--- src/rtl/axis_pps_generator.sv ---
// axis_pps_generator
// Generates a pulse-per-second output whose period (in aclk cycles) arrives
// over an AXI4-Stream slave. A one-entry pending slot holds the next period
// until the current interval ends. At the start of each pulse, the running
// pulse index is emitted on an AXI4-Stream master for timestamping.
module axis_pps_generator #(
    parameter int AXIS_TDATA_WIDTH = 32,
    parameter int CNTR_WIDTH       = 32
) (
    input  logic                        aclk,
    input  logic                        aresetn,
    input  logic [CNTR_WIDTH-1:0]       cfg_width,
    input  logic [AXIS_TDATA_WIDTH-1:0] s_axis_tdata,
    input  logic                        s_axis_tvalid,
    output logic                        s_axis_tready,
    output logic                        pps_data,
    output logic [AXIS_TDATA_WIDTH-1:0] m_axis_tdata,
    output logic                        m_axis_tvalid
);

    typedef enum logic {
        IDLE,
        RUN
    } state_t;

    state_t                      state, state_n;
    logic [CNTR_WIDTH-1:0]       cntr, cntr_n;
    logic [CNTR_WIDTH-1:0]       idx, idx_n;
    logic [CNTR_WIDTH-1:0]       period_reg, period_n;
    logic [CNTR_WIDTH-1:0]       pend_data, pend_data_n;
    logic                        pend_valid, pend_valid_n;
    logic                        pps_reg, pps_n;
    logic                        tvalid_reg, tvalid_n;
    logic [AXIS_TDATA_WIDTH-1:0] tdata_reg, tdata_n;
    logic                        tready_reg, tready_n;

    logic                        handshake;
    logic                        wrap;
    logic [CNTR_WIDTH-1:0]       word;
    logic [CNTR_WIDTH-1:0]       word_clamped;

    // Bits above CNTR_WIDTH are deliberately ignored; fold them here so
    // they do not appear as dangling inputs.
    logic unused_tdata_bits;
    assign unused_tdata_bits = ^s_axis_tdata;

    assign handshake    = s_axis_tvalid & tready_reg;
    assign word         = s_axis_tdata[CNTR_WIDTH-1:0];
    // Periods of 0 or 1 cannot produce a distinct pulse and gap, so treat them as 2
    assign word_clamped = (word < CNTR_WIDTH'(2)) ? CNTR_WIDTH'(2) : word;
    assign wrap         = (cntr == period_reg - CNTR_WIDTH'(1));

    // Next-state logic: counter, index, period reload, pending slot, and
    // output values precomputed from the next state so outputs stay registered
    always_comb begin
        state_n      = state;
        cntr_n       = cntr;
        idx_n        = idx;
        period_n     = period_reg;
        pend_data_n  = pend_data;
        pend_valid_n = pend_valid;

        case (state)
            IDLE: begin
                if (handshake) begin
                    period_n = word_clamped;
                    cntr_n   = '0;
                    idx_n    = '0;
                    state_n  = RUN;
                end
            end
            RUN: begin
                if (wrap) begin
                    cntr_n = '0;
                    idx_n  = idx + CNTR_WIDTH'(1);
                    if (pend_valid) begin
                        period_n     = pend_data;
                        pend_valid_n = 1'b0;
                    end
                end else begin
                    cntr_n = cntr + CNTR_WIDTH'(1);
                end
                // Only accepted while the slot is empty, so this never
                // collides with the consume above; a word taken on a wrap
                // cycle waits for the following wrap.
                if (handshake) begin
                    pend_data_n  = word_clamped;
                    pend_valid_n = 1'b1;
                end
            end
            default: state_n = IDLE;
        endcase

        pps_n    = (state_n == RUN) && (cntr_n < cfg_width);
        tvalid_n = (state_n == RUN) && (cntr_n == '0);
        tdata_n  = '0;
        tdata_n[CNTR_WIDTH-1:0] = idx_n;
        tready_n = (state_n == IDLE) || !pend_valid_n;
    end

    // State and registered outputs, cleared by synchronous active-low reset
    always_ff @(posedge aclk) begin
        if (!aresetn) begin
            state      <= IDLE;
            cntr       <= '0;
            idx        <= '0;
            period_reg <= '0;
            pend_data  <= '0;
            pend_valid <= 1'b0;
            pps_reg    <= 1'b0;
            tvalid_reg <= 1'b0;
            tdata_reg  <= '0;
            tready_reg <= 1'b0;
        end else begin
            state      <= state_n;
            cntr       <= cntr_n;
            idx        <= idx_n;
            period_reg <= period_n;
            pend_data  <= pend_data_n;
            pend_valid <= pend_valid_n;
            pps_reg    <= pps_n;
            tvalid_reg <= tvalid_n;
            tdata_reg  <= tdata_n;
            tready_reg <= tready_n;
        end
    end

    assign s_axis_tready = tready_reg;
    assign pps_data      = pps_reg;
    assign m_axis_tvalid = tvalid_reg;
    assign m_axis_tdata  = tdata_reg;

endmodule

--- config.mk ---
export PLATFORM = sky130hd
export DESIGN_NAME = axis_pps_generator
export DESIGN_NICKNAME = d
export VERILOG_FILES = /design/src/rtl/axis_pps_generator.sv
export SDC_FILE = /design/constraint.sdc
export NUM_CORES = 1
export LEC_CHECK = 0
export BUFFER_PORTS_ARGS = -buffer_cell sky130_fd_sc_hd__buf_4
export CAP_MARGIN = 40
export CORE_MARGIN = 2
export CORE_UTILIZATION = 50
export CTS_CLUSTER_DIAMETER = 40
export DETAILED_ROUTE_END_ITERATION = 16
export HOLD_SLACK_MARGIN = 0.15
export PLACE_DENSITY = 0.75
export SLEW_MARGIN = 40
export SYNTH_ARGS = -nofsm -noshare
export SYNTH_HDL_FRONTEND = slang
export SYNTH_SLANG_ARGS = --single-unit
--- constraint.sdc ---
create_clock -name aclk -period 13.8 [get_ports aclk]
set_input_delay 1.38 -clock aclk [delete_from_list [all_inputs] [get_ports aclk]]
set_output_delay 1.38 -clock aclk [all_outputs]
set_load 0.02 [all_outputs]
---- Word-level counts from Yosys, hierarchy flattened ----
Index checks and enable logic that the tools add are counted.
word-level totals
  bits of input ports ..................... 67
  logic and storage cells ................. 45
  register bits after elaboration ......... 133
cells by class
  bitwise gates (word level) .............. 3
  muxes and demuxes ....................... 16
  reductions and logical operators ........ 8
  equality and inequality tests ........... 4
  magnitude comparators ................... 2
  add/subtract/negate cells ............... 3
operators with widths
  kind                                                                            count
  32-bit two-way mux                                                              8
  32-bit case mux with 2 select lines                                             3
  32-bit by 1-bit adder with 32-bit output (second input constant)                2
  32-bit == test                                                                  1
  32-bit logical NOT                                                              1
  32-bit by 2-bit less-than comparator with 1-bit output (second input constant)  1
  32-bit less-than comparator                                                     1
  32-bit by 1-bit subtractor with 32-bit output (second input constant)           1
  1-bit two-way mux                                                               5
  2-bit by 1-bit != test with 1-bit output (second input constant)                2
  2-bit AND reduction                                                             2
  3-bit AND reduction                                                             1
  1-bit logical AND                                                               2
  2-bit != test (second input constant)                                           1
  1-bit inverter                                                                  2
  1-bit AND                                                                       1
  1-bit logical NOT                                                               1
  1-bit logical OR                                                                1

---- Depth between registers and ports, before layout ----
Gate-level depths: netlist of run 1.
  word-level depth ........................ 7
  mapped depth ............................ 22
  depth with buffers taken out ............ 20

---- Worst setup path after synthesis of run 1 ----
OpenSTA, ideal clock, no wires.
  kind .................................... reg2reg
  start ................................... register period_reg[0]
  end ..................................... register pps_reg (netlist: pps_data)
  clock period less this slack ............ 4.535 ns
  stages on the path, launching flop included .. 23
  setup time .............................. 0.070 ns
  path buffers ............................ 2
  required time ........................... 13.730 ns
  arrival ................................. 4.465 ns
  slack ................................... 9.265 ns
  cell sequence ........................... dfxtp_1 > inv_1 > ha_1 > or4b_1 > nor4_4 > nand4_1 > and3_1 > o31ai_2 > nand3_2 > o21ai_0 > buf_2 > buf_1 > nor2_1 > ha_1 > a21o_1 > a21o_1 > a21o_1 > a21o_1 > a21o_1 > a21o_1 > a21oi_1 > o221ai_1 > a21oi_1
between the ends
  longest elaborated chain between the ends .. 6
RTL lines
  what                                           RTL line  RTL
  start, declared                                29        logic [CNTR_WIDTH-1:0] period_reg, period_n;
  start signal, assigned                         118       period_reg <= period_n;
  32-bit by 1-bit subtractor with 32-bit output  51        assign wrap = (cntr == period_reg - CNTR_WIDTH'(1));
  32-bit == test                                 51
  32-bit two-way mux                             73        if (wrap) begin
  32-bit case mux with 2 select lines            63        case (state)
  net cntr_n[8]                                  27        logic [CNTR_WIDTH-1:0] cntr, cntr_n;
  32-bit less-than comparator                    94        pps_n = (state_n == RUN) && (cntr_n < cfg_width);
  1-bit logical AND                              94
  end signal, assigned                           121       pps_reg <= pps_n;
  end, declared                                  32        logic pps_reg, pps_n;
The timed path passes the listed nets, and every way through them passes these cells.
A chain may end at the register's enable or synchronous reset.

---- Worst setup path in the final report of run 1 ----
Ends and elaborated chain as after synthesis.

==> flow_results.xml, run 1 <==
<?xml version="1.0" encoding="UTF-8"?>
<metrics>
  <group name="timing">
    <metric name="rsz0062_at_grt" unit="">no</metric>
    <metric name="setup-tns-final" unit="ns">0</metric>
    <metric name="slew_headroom" unit="%">45.0</metric>
    <metric name="final.setup.worst_slack" unit="ns">8.66</metric>
    <metric name="finalCriticalPeriod" unit="ns">5.14</metric>
    <metric name="min_period_over_period" unit="%">37.2</metric>
    <metric name="report.final.slew_viol_count" unit="">0</metric>
    <metric name="finalSetupViolations" unit="">0</metric>
    <metric name="final_hold_viol_count" unit="">0</metric>
    <metric name="max_freq" unit="MHz">195</metric>
    <metric name="fin_worst_skew" unit="ns">0.0113</metric>
    <metric name="worst_pin_slew" unit="ns">0.825</metric>
    <metric name="final.hold.worst_slack" unit="ns">0.452</metric>
  </group>
  <group name="clock_tree">
    <metric name="cts_hold_buf" unit="">0</metric>
    <metric name="post_cts.resized_instances" unit="">0</metric>
    <metric name="cts_setup_buffers" unit="">0</metric>
    <metric name="number_of_clock_buffers_inserted_by_tritoncts" unit="">17</metric>
    <metric name="cts.root.buffer_cell" unit="">sky130_fd_sc_hd__clkbuf_16</metric>
    <metric name="clk_latency" unit="ns">0.42</metric>
    <metric name="clk_pin_slew" unit="ns">0.06</metric>
    <metric name="sinks_on_the_clock_net" unit="">133</metric>
    <metric name="tritoncts" unit="">done</metric>
    <metric name="htreeDepth" unit="">4</metric>
    <metric name="cts_buffer_depth" unit="">2</metric>
  </group>
  <group name="min_path">
    <metric name="worst_hold_path.num_cells" unit="">2</metric>
    <metric name="hold_class" unit="">flop to flop</metric>
  </group>
  <group name="floorplanning">
    <metric name="num_rows" unit="">47</metric>
    <metric name="dieWidth" unit="um">134</metric>
    <metric name="dieHeight" unit="um">134</metric>
    <metric name="core" unit="um2">16600</metric>
    <metric name="floorplan.die_area" unit="um2">18000</metric>
    <metric name="num_io_pins" unit="">102</metric>
    <metric name="floorplan.initialDensity" unit="%">51.1</metric>
  </group>
  <group name="final_layout">
    <metric name="n_fill_cell" unit="">1553</metric>
    <metric name="mostFrequentLayoutCell" unit="">sky130_fd_sc_hd__dfxtp_1</metric>
    <metric name="synthesis_to_finish_area_growth" unit="%">16.8</metric>
    <metric name="mostFrequentLayoutCells" unit="">132 x sky130_fd_sc_hd__dfxtp_1, 128 x sky130_fd_sc_hd__nor2_1, 112 x sky130_fd_sc_hd__nand2_1, 108 x sky130_fd_sc_hd__buf_4, 68 x sky130_fd_sc_hd__a21oi_1</metric>
    <metric name="post_route_cells_drive_above_1_share" unit="%">15.2</metric>
    <metric name="fin_nets" unit="">1237</metric>
    <metric name="insertedDiodeCount" unit="">0</metric>
    <metric name="final_util" unit="%">59.7</metric>
  </group>
  <group name="grt">
    <metric name="global_route.overflow_total" unit="">0</metric>
    <metric name="wire_length_of_the_first_global_routing_pass" unit="um">37600</metric>
    <metric name="grt_antenna_before_repair" unit="">0</metric>
    <metric name="first_global_vias" unit="">7366</metric>
    <metric name="grt_usage" unit="%">25.8</metric>
    <metric name="largest_net_degree_at_the_start_of_global_routing" unit="">77</metric>
  </group>
  <group name="logic_synthesis">
    <metric name="netlist_instances" unit="">1073</metric>
    <metric name="yosysWarnings" unit="">0</metric>
    <metric name="ys_async_sr_fraction" unit="%">0</metric>
    <metric name="synth.avg_cell_area" unit="um2">7.90</metric>
    <metric name="synth-seq-area-share" unit="%">31.4</metric>
    <metric name="flops_latches_synth" unit="">133</metric>
    <metric name="synth_fp_nets" unit="">1174</metric>
    <metric name="synth_flop_cell" unit="">sky130_fd_sc_hd__dfxtp_1</metric>
    <metric name="mappedNetlistArea" unit="um2">8470</metric>
    <metric name="synth_cell_type_count" unit="">74</metric>
    <metric name="number_of_flops_mapped_to_enable_cells_by_yosys" unit="">0</metric>
  </group>
  <group name="route">
    <metric name="drt_antenna_net_count" unit="">0</metric>
    <metric name="routed_wl" unit="um">23100</metric>
    <metric name="via_count" unit="">8130</metric>
    <metric name="firstDrtPassIters" unit="">6</metric>
    <metric name="routed_via_density" unit="">5.94</metric>
    <metric name="drc_errors" unit="">0</metric>
    <metric name="post_drt_wl_per_cell" unit="um">16.9</metric>
    <metric name="initial_drc_count" unit="">723</metric>
  </group>
  <group name="outcome">
    <metric name="status" unit="">complete, no violations</metric>
  </group>
  <group name="power_and_ir_drop">
    <metric name="power.leakage" unit="nW">4.04</metric>
    <metric name="power.ir.vdd_worst" unit="uV">83.2</metric>
    <metric name="power-per-cell-area" unit="nW/um2">103</metric>
    <metric name="power" unit="W">0.00102</metric>
  </group>
  <group name="setup_path">
    <metric name="critPathKind" unit="">flop to flop</metric>
    <metric name="wp_data_required" unit="ns">14.15</metric>
    <metric name="end_kind" unit="">flop</metric>
    <metric name="crit_fanout" unit="">47</metric>
    <metric name="r2r_cells" unit="">21</metric>
    <metric name="crit_arrival" unit="ns">5.49</metric>
    <metric name="critPathLaunchType" unit="">flop</metric>
  </group>
  <group name="place">
    <metric name="detailedPlace.worstSlack" unit="ns">8.73</metric>
    <metric name="detailed_place_hpwl" unit="um">16900</metric>
    <metric name="placer_s_final_routability_congestion_estimate" unit="">0.970</metric>
    <metric name="portBuffers" unit="">101</metric>
  </group>
  <group name="run">
    <metric name="cap_violations" unit="">0</metric>
  </group>
</metrics>
[final cells by class]
cell class / instances / area, um2 / area share, %
sequential: 133 / 2660 / 26.9
clock buffer: 22 / 484 / 4.89
tap: 220 / 275 / 2.78
multi-input combinational: 827 / 5370 / 54.3
clock inverter: 9 / 101 / 1.02
inverter: 49 / 184 / 1.86
timing repair buffer: 108 / 811 / 8.20
[stage by stage]
step / std cells / instance area (um2)
after floorplan: 1073 / 8470
after global placement: 1337 / 9300
after detailed placement: 1337 / 9300
after CTS: 1368 / 9890
after global routing: 1368 / 9890
final: 1368 / 9890
[worst max-delay path, stage by stage (launching register included)]
cell	delay, ns
sky130_fd_sc_hd__dfxtp_1	0.38
sky130_fd_sc_hd__inv_1	0.08
sky130_fd_sc_hd__ha_1	0.21
sky130_fd_sc_hd__nor4b_1	0.49
sky130_fd_sc_hd__nand4_1	0.39
sky130_fd_sc_hd__o41ai_1	0.43
sky130_fd_sc_hd__a311o_2	0.26
sky130_fd_sc_hd__and2_4	0.15
sky130_fd_sc_hd__nand4_2	0.18
sky130_fd_sc_hd__o21ai_2	0.19
sky130_fd_sc_hd__buf_4	0.41
sky130_fd_sc_hd__nor2_1	0.13
sky130_fd_sc_hd__ha_1	0.32
sky130_fd_sc_hd__a21o_1	0.17
sky130_fd_sc_hd__a21o_1	0.17
sky130_fd_sc_hd__a21o_1	0.17
sky130_fd_sc_hd__a21o_1	0.18
sky130_fd_sc_hd__a21o_1	0.17
sky130_fd_sc_hd__a21o_1	0.16
sky130_fd_sc_hd__a21oi_1	0.15
sky130_fd_sc_hd__o221ai_1	0.13
sky130_fd_sc_hd__a21oi_1	0.12
[where the power goes]
| group | leakage (nW) | internal [W] | switching, W |
|---|---|---|---|
| Sequential | 1.08 | 0.000394 | 0.0000154 |
| Combinational | 2.67 | 0.0000662 | 0.0000954 |
| Clock | 0.292 | 0.000283 | 0.000168 |
| Total | 4.04 | 0.000743 | 0.000279 |
[per-layer routing]
layer | share of wire [%] | global-route usage (%) | up-vias
met5 | 0 | 0 | -
met4 | 1.8 | 8.60 | 0
met3 | 5.5 | 3.44 | 38
met2 | 45 | 39.6 | 249
met1 | 48 | 37.4 | 3794
li1 | - | - | 4049
[synth_stat cells (10+ instances only)]
cell	n	area share, %
sky130_fd_sc_hd__ha_1	34	5.0
sky130_fd_sc_hd__nand4_1	35	2.6
sky130_fd_sc_hd__a21o_1	17	1.5
sky130_fd_sc_hd__nor3_1	18	1.1
sky130_fd_sc_hd__a211oi_1	33	2.9
sky130_fd_sc_hd__and2_1	10	0.74
sky130_fd_sc_hd__nand2_1	114	5.1
sky130_fd_sc_hd__mux2i_1	36	4.3
sky130_fd_sc_hd__nor2_1	130	5.8
sky130_fd_sc_hd__nand3_1	33	1.9
sky130_fd_sc_hd__nor4_1	22	1.6
sky130_fd_sc_hd__o21ai_0	15	0.89
sky130_fd_sc_hd__a21oi_1	68	4.0
sky130_fd_sc_hd__xor2_1	25	2.6
sky130_fd_sc_hd__xnor2_1	43	4.4
sky130_fd_sc_hd__a31oi_1	16	1.2
sky130_fd_sc_hd__dfxtp_1	133	31
sky130_fd_sc_hd__inv_1	49	2.2
sky130_fd_sc_hd__and3_1	22	1.6
sky130_fd_sc_hd__or4_1	21	1.9
sky130_fd_sc_hd__clkbuf_1	44	1.9
sky130_fd_sc_hd__buf_2	13	0.77
sky130_fd_sc_hd__o31ai_1	15	1.3
sky130_fd_sc_hd__and4_1	21	2.2
sky130_fd_sc_hd__or3_1	14	1.0
[final timing paths]
check	start	to	slack [ns]
max	period_reg[0]$_SDFFE_PN0P_	pps_data$_SDFF_PN0_	8.66
max reg2reg	period_reg[0]$_SDFFE_PN0P_	pps_data$_SDFF_PN0_	8.66
min	pend_data[21]$_SDFFE_PN0P_	pend_data[21]$_SDFFE_PN0P_	0.45
min reg2reg	pend_data[21]$_SDFFE_PN0P_	pend_data[21]$_SDFFE_PN0P_	0.45
[cells by family (layout without fill, tap and decap cells)]
logic type	count (synthesis)	in the layout	share of synthesized area, %
simple gates	473	473	29.1
mux	36	36	4.25
buf+inv	113	188	5.30
flops	133	133	31.4
xor+xnor	68	68	7.03
fa+ha+maj	34	34	5.02
compound gates	216	216	17.9
Note: power is estimated with default switching activity, not from simulation.
==> run 2: changes to the inputs <==
Settings changed: ABC_AREA set to 1, PLACE_DENSITY 0.75 to 0.78.
Clock period 13.8 ns to 4.4 ns, I/O delays scaled along.
==> run 2 against run 1 <==
- via count is 12% higher
- sequential power grew to 3.2 times the previous value
- first-iteration DRC count shrank 25%
- combinational power rose to 4.0 times the previous value
- critical path depth up 2
- clock skew down 0.0016 ns
- critical path type unchanged
- global-route usage rose by 1.3 points
- largest power group unchanged
- power grew to 3.2 times the previous value
==> flow_results.xml, run 2 <==
<?xml version="1.0" encoding="UTF-8"?>
<metrics>
  <group name="outcome">
    <metric name="status" unit="">complete, no violations</metric>
  </group>
  <group name="power_and_ir_drop">
    <metric name="power.ir.vdd_worst" unit="uV">292</metric>
    <metric name="power.leakage" unit="nW">4.61</metric>
    <metric name="power_frac_seq" unit="%">39.6</metric>
    <metric name="clkPwrFrac" unit="%">41.0</metric>
    <metric name="total_switching_power" unit="W">0.00100</metric>
    <metric name="power-per-cell-area" unit="nW/um2">319</metric>
    <metric name="intPower" unit="W">0.00230</metric>
    <metric name="power.combinational.fraction" unit="%">19.4</metric>
    <metric name="sw_share" unit="%">30.4</metric>
  </group>
  <group name="grt">
    <metric name="grt_antenna_before_repair" unit="">0</metric>
    <metric name="wire_length_of_the_first_global_routing_pass" unit="um">40800</metric>
    <metric name="grt_usage" unit="%">27.2</metric>
    <metric name="global_route.overflow_total" unit="">0</metric>
    <metric name="first_global_vias" unit="">8546</metric>
    <metric name="largest_net_degree_at_the_start_of_global_routing" unit="">66</metric>
  </group>
  <group name="setup_path">
    <metric name="critPathLaunchType" unit="">flop</metric>
    <metric name="wp_data_required" unit="ns">4.75</metric>
    <metric name="critPathKind" unit="">flop to flop</metric>
    <metric name="crit_fanout" unit="">28</metric>
    <metric name="crit_arrival" unit="ns">4.30</metric>
    <metric name="end_kind" unit="">flop</metric>
  </group>
  <group name="logic_synthesis">
    <metric name="flops_latches_synth" unit="">133</metric>
    <metric name="synth_fp_nets" unit="">1493</metric>
    <metric name="synthMostInstantiatedCell" unit="">sky130_fd_sc_hd__nand2_1</metric>
    <metric name="synth_cell_type_count" unit="">42</metric>
    <metric name="netlist_instances" unit="">1392</metric>
    <metric name="synth_top_cell_area_share" unit="%">29.9</metric>
    <metric name="synth.top_cells.by_count" unit="">312 x sky130_fd_sc_hd__nand2_1, 194 x sky130_fd_sc_hd__inv_1, 186 x sky130_fd_sc_hd__nor2_1</metric>
    <metric name="synth_flop_cell" unit="">sky130_fd_sc_hd__dfxtp_1</metric>
    <metric name="yosysTopAreaCell" unit="">sky130_fd_sc_hd__dfxtp_1</metric>
    <metric name="synth.avg_cell_area" unit="um2">6.39</metric>
    <metric name="number_of_flops_mapped_to_enable_cells_by_yosys" unit="">0</metric>
    <metric name="yosysWarnings" unit="">0</metric>
    <metric name="yosys-top-cells-area" unit="">sky130_fd_sc_hd__dfxtp_1 30%, sky130_fd_sc_hd__nand2_1 13%, sky130_fd_sc_hd__inv_1 8.2%</metric>
    <metric name="mappedNetlistArea" unit="um2">8900</metric>
    <metric name="ys_async_sr_fraction" unit="%">0</metric>
    <metric name="synth-seq-area-share" unit="%">29.9</metric>
  </group>
  <group name="timing">
    <metric name="max_freq" unit="MHz">253</metric>
    <metric name="rsz0062_at_grt" unit="">no</metric>
    <metric name="slew_headroom" unit="%">46.7</metric>
    <metric name="setup-tns-final" unit="ns">0</metric>
    <metric name="report.final.slew_viol_count" unit="">0</metric>
    <metric name="worst_pin_slew" unit="ns">0.799</metric>
    <metric name="final.setup.worst_slack" unit="ns">0.453</metric>
    <metric name="finalCriticalPeriod" unit="ns">3.95</metric>
    <metric name="fin_worst_skew" unit="ns">0.00974</metric>
    <metric name="min_period_over_period" unit="%">89.7</metric>
    <metric name="finalSetupViolations" unit="">0</metric>
    <metric name="final_hold_viol_count" unit="">0</metric>
  </group>
  <group name="final_layout">
    <metric name="fin_nets" unit="">1573</metric>
    <metric name="insertedDiodeCount" unit="">0</metric>
    <metric name="n_fill_cell" unit="">1658</metric>
    <metric name="mostFrequentLayoutCell" unit="">sky130_fd_sc_hd__nand2_1</metric>
    <metric name="synthesis_to_finish_area_growth" unit="%">16.2</metric>
    <metric name="mostFrequentLayoutCells" unit="">312 x sky130_fd_sc_hd__nand2_1, 194 x sky130_fd_sc_hd__inv_1, 185 x sky130_fd_sc_hd__nor2_1, 132 x sky130_fd_sc_hd__dfxtp_1, 109 x sky130_fd_sc_hd__buf_4</metric>
    <metric name="post_route_cells_drive_above_1_share" unit="%">11.0</metric>
  </group>
  <group name="route">
    <metric name="routed_via_density" unit="">5.33</metric>
    <metric name="initial_drc_count" unit="">539</metric>
    <metric name="drt_antenna_net_count" unit="">0</metric>
    <metric name="firstDrtPassIters" unit="">6</metric>
    <metric name="post_drt_wl_per_cell" unit="um">14.4</metric>
    <metric name="via_count" unit="">9108</metric>
    <metric name="drc_errors" unit="">0</metric>
    <metric name="routed_wl" unit="um">24700</metric>
  </group>
  <group name="floorplanning">
    <metric name="floorplan.initialDensity" unit="%">51.3</metric>
    <metric name="dieWidth" unit="um">137</metric>
    <metric name="dieHeight" unit="um">137</metric>
    <metric name="floorplan.die_area" unit="um2">18900</metric>
    <metric name="core" unit="um2">17400</metric>
    <metric name="num_io_pins" unit="">102</metric>
    <metric name="num_rows" unit="">48</metric>
  </group>
  <group name="clock_tree">
    <metric name="post_cts.resized_instances" unit="">0</metric>
    <metric name="number_of_clock_buffers_inserted_by_tritoncts" unit="">17</metric>
    <metric name="sinks_on_the_clock_net" unit="">133</metric>
    <metric name="cts_buffer_depth" unit="">2</metric>
    <metric name="clk_pin_slew" unit="ns">0.06</metric>
    <metric name="clk_latency" unit="ns">0.42</metric>
    <metric name="cts_hold_buf" unit="">0</metric>
    <metric name="cts.root.buffer_cell" unit="">sky130_fd_sc_hd__clkbuf_16</metric>
    <metric name="htreeDepth" unit="">4</metric>
    <metric name="tritoncts" unit="">done</metric>
    <metric name="cts_setup_buffers" unit="">0</metric>
  </group>
  <group name="place">
    <metric name="portBuffers" unit="">101</metric>
    <metric name="detailedPlace.worstSlack" unit="ns">0.483</metric>
    <metric name="detailed_place_hpwl" unit="um">18900</metric>
    <metric name="placer_s_final_routability_congestion_estimate" unit="">0.954</metric>
  </group>
  <group name="min_path">
    <metric name="hold_class" unit="">input pin to flop</metric>
  </group>
  <group name="run">
    <metric name="cap_violations" unit="">0</metric>
  </group>
</metrics>
-- run 2: changes by cell type after synthesis, sizes merged, moves of 17 or more --
| cell | change |
|---|---|
| o31ai | -17 |
| and4 | -22 |
| a211oi | -29 |
| a21oi | +21 |
| inv | +147 |
| and3 | -22 |
| mux2i | -36 |
| nor2 | +64 |
| o21ai | +86 |
| xor2 | +32 |
| a21o | -17 |
| nand2 | +203 |
| or4 | -21 |
-- run 2: worst paths after layout --
kind | from | depth (start not counted) | to | slack [ns]
hold / removal | s_axis_tdata[31] | 3 | pend_data[31]$_SDFFE_PN0P_ | 0.27
setup / recovery | period_reg[0]$_SDFFE_PN0P_ | 23 | pps_data$_SDFF_PN0_ | 0.45
setup reg to reg | period_reg[0]$_SDFFE_PN0P_ | 23 | pps_data$_SDFF_PN0_ | 0.45
hold reg to reg | pend_data[24]$_SDFFE_PN0P_ | 2 | period_reg[24]$_SDFFE_PN0P_ | 0.47
-- run 2: routing by layer --
layer	GRT usage [%]	wire (um)	part of all wire [%]
met5	0	0	0
met4	10.7	586	2.4
met3	4.05	1360	5.5
met2	46.1	11800	48
met1	34.6	10900	44
-- run 2: cells by family after synthesis --
family	share of synthesized area (%)
compound gates	14.4
buf+inv	10.8
xor+xnor	8.27
fa+ha+maj	4.78
simple gates	31.8
flops	29.9
-- run 2: layout make-up --
type                       instances  area (um2)  share of cell area, %
tap                              225         282                   2.72
clock inverter                     8        75.1                  0.726
clock buffer                      24         482                   4.66
sequential                       133        2660                   25.8
timing repair buffer             109         818                   7.91
inverter                         197         741                   7.16
multi-input combinational       1014        5280                   51.1
-- run 2: power groups by stage --
| stage | clock network (W) | logic (W) | registers, W |
|---|---|---|---|
| after floorplan | 0 | 0.000468 | 0.00131 |
| after global placement | 0 | 0.000629 | 0.00133 |
| after detailed placement | 0 | 0.000633 | 0.00133 |
| after CTS | 0.00137 | 0.000636 | 0.00130 |
| after global routing | 0.00141 | 0.000730 | 0.00131 |
| final | 0.00135 | 0.000640 | 0.00131 |
-- run 2: worst max-delay path, cell delays in order, from the launching register on --
cell and delay [ns]:
sky130_fd_sc_hd__dfxtp_1 0.39, sky130_fd_sc_hd__inv_1 0.09, sky130_fd_sc_hd__ha_1 0.23, sky130_fd_sc_hd__nand2_2 0.13, sky130_fd_sc_hd__nor2_2 0.07, sky130_fd_sc_hd__nand2_1 0.16, sky130_fd_sc_hd__clkinv_1 0.15, sky130_fd_sc_hd__nand2_1 0.09
sky130_fd_sc_hd__nand2_1 0.04, sky130_fd_sc_hd__nand2_1 0.07, sky130_fd_sc_hd__nand3_1 0.09, sky130_fd_sc_hd__nor4_2 0.33, sky130_fd_sc_hd__nand3_2 0.19, sky130_fd_sc_hd__nand2_4 0.30, sky130_fd_sc_hd__or2_2 0.19, sky130_fd_sc_hd__o21ai_0 0.12
sky130_fd_sc_hd__ha_1 0.33, sky130_fd_sc_hd__a21oi_1 0.15, sky130_fd_sc_hd__nor2_1 0.05, sky130_fd_sc_hd__a211oi_1 0.17, sky130_fd_sc_hd__o21ai_0 0.11, sky130_fd_sc_hd__nor4_1 0.23, sky130_fd_sc_hd__nand2_1 0.08, sky130_fd_sc_hd__a21oi_1 0.12
-- run 2: through the flow --
stage               util, %  cell area (um2)  total power [W]  hold slack, ns  cells
finish                 59.6            10300          0.00330           0.270   1710
global route           59.6            10300          0.00345           0.266   1710
CTS                    59.6            10300          0.00331           0.259   1710
detailed placement     56.4             9790          0.00196           0.463   1678
global placement       56.4             9790          0.00196           0.460   1678
floorplan                 -             8900          0.00178           0.448   1392
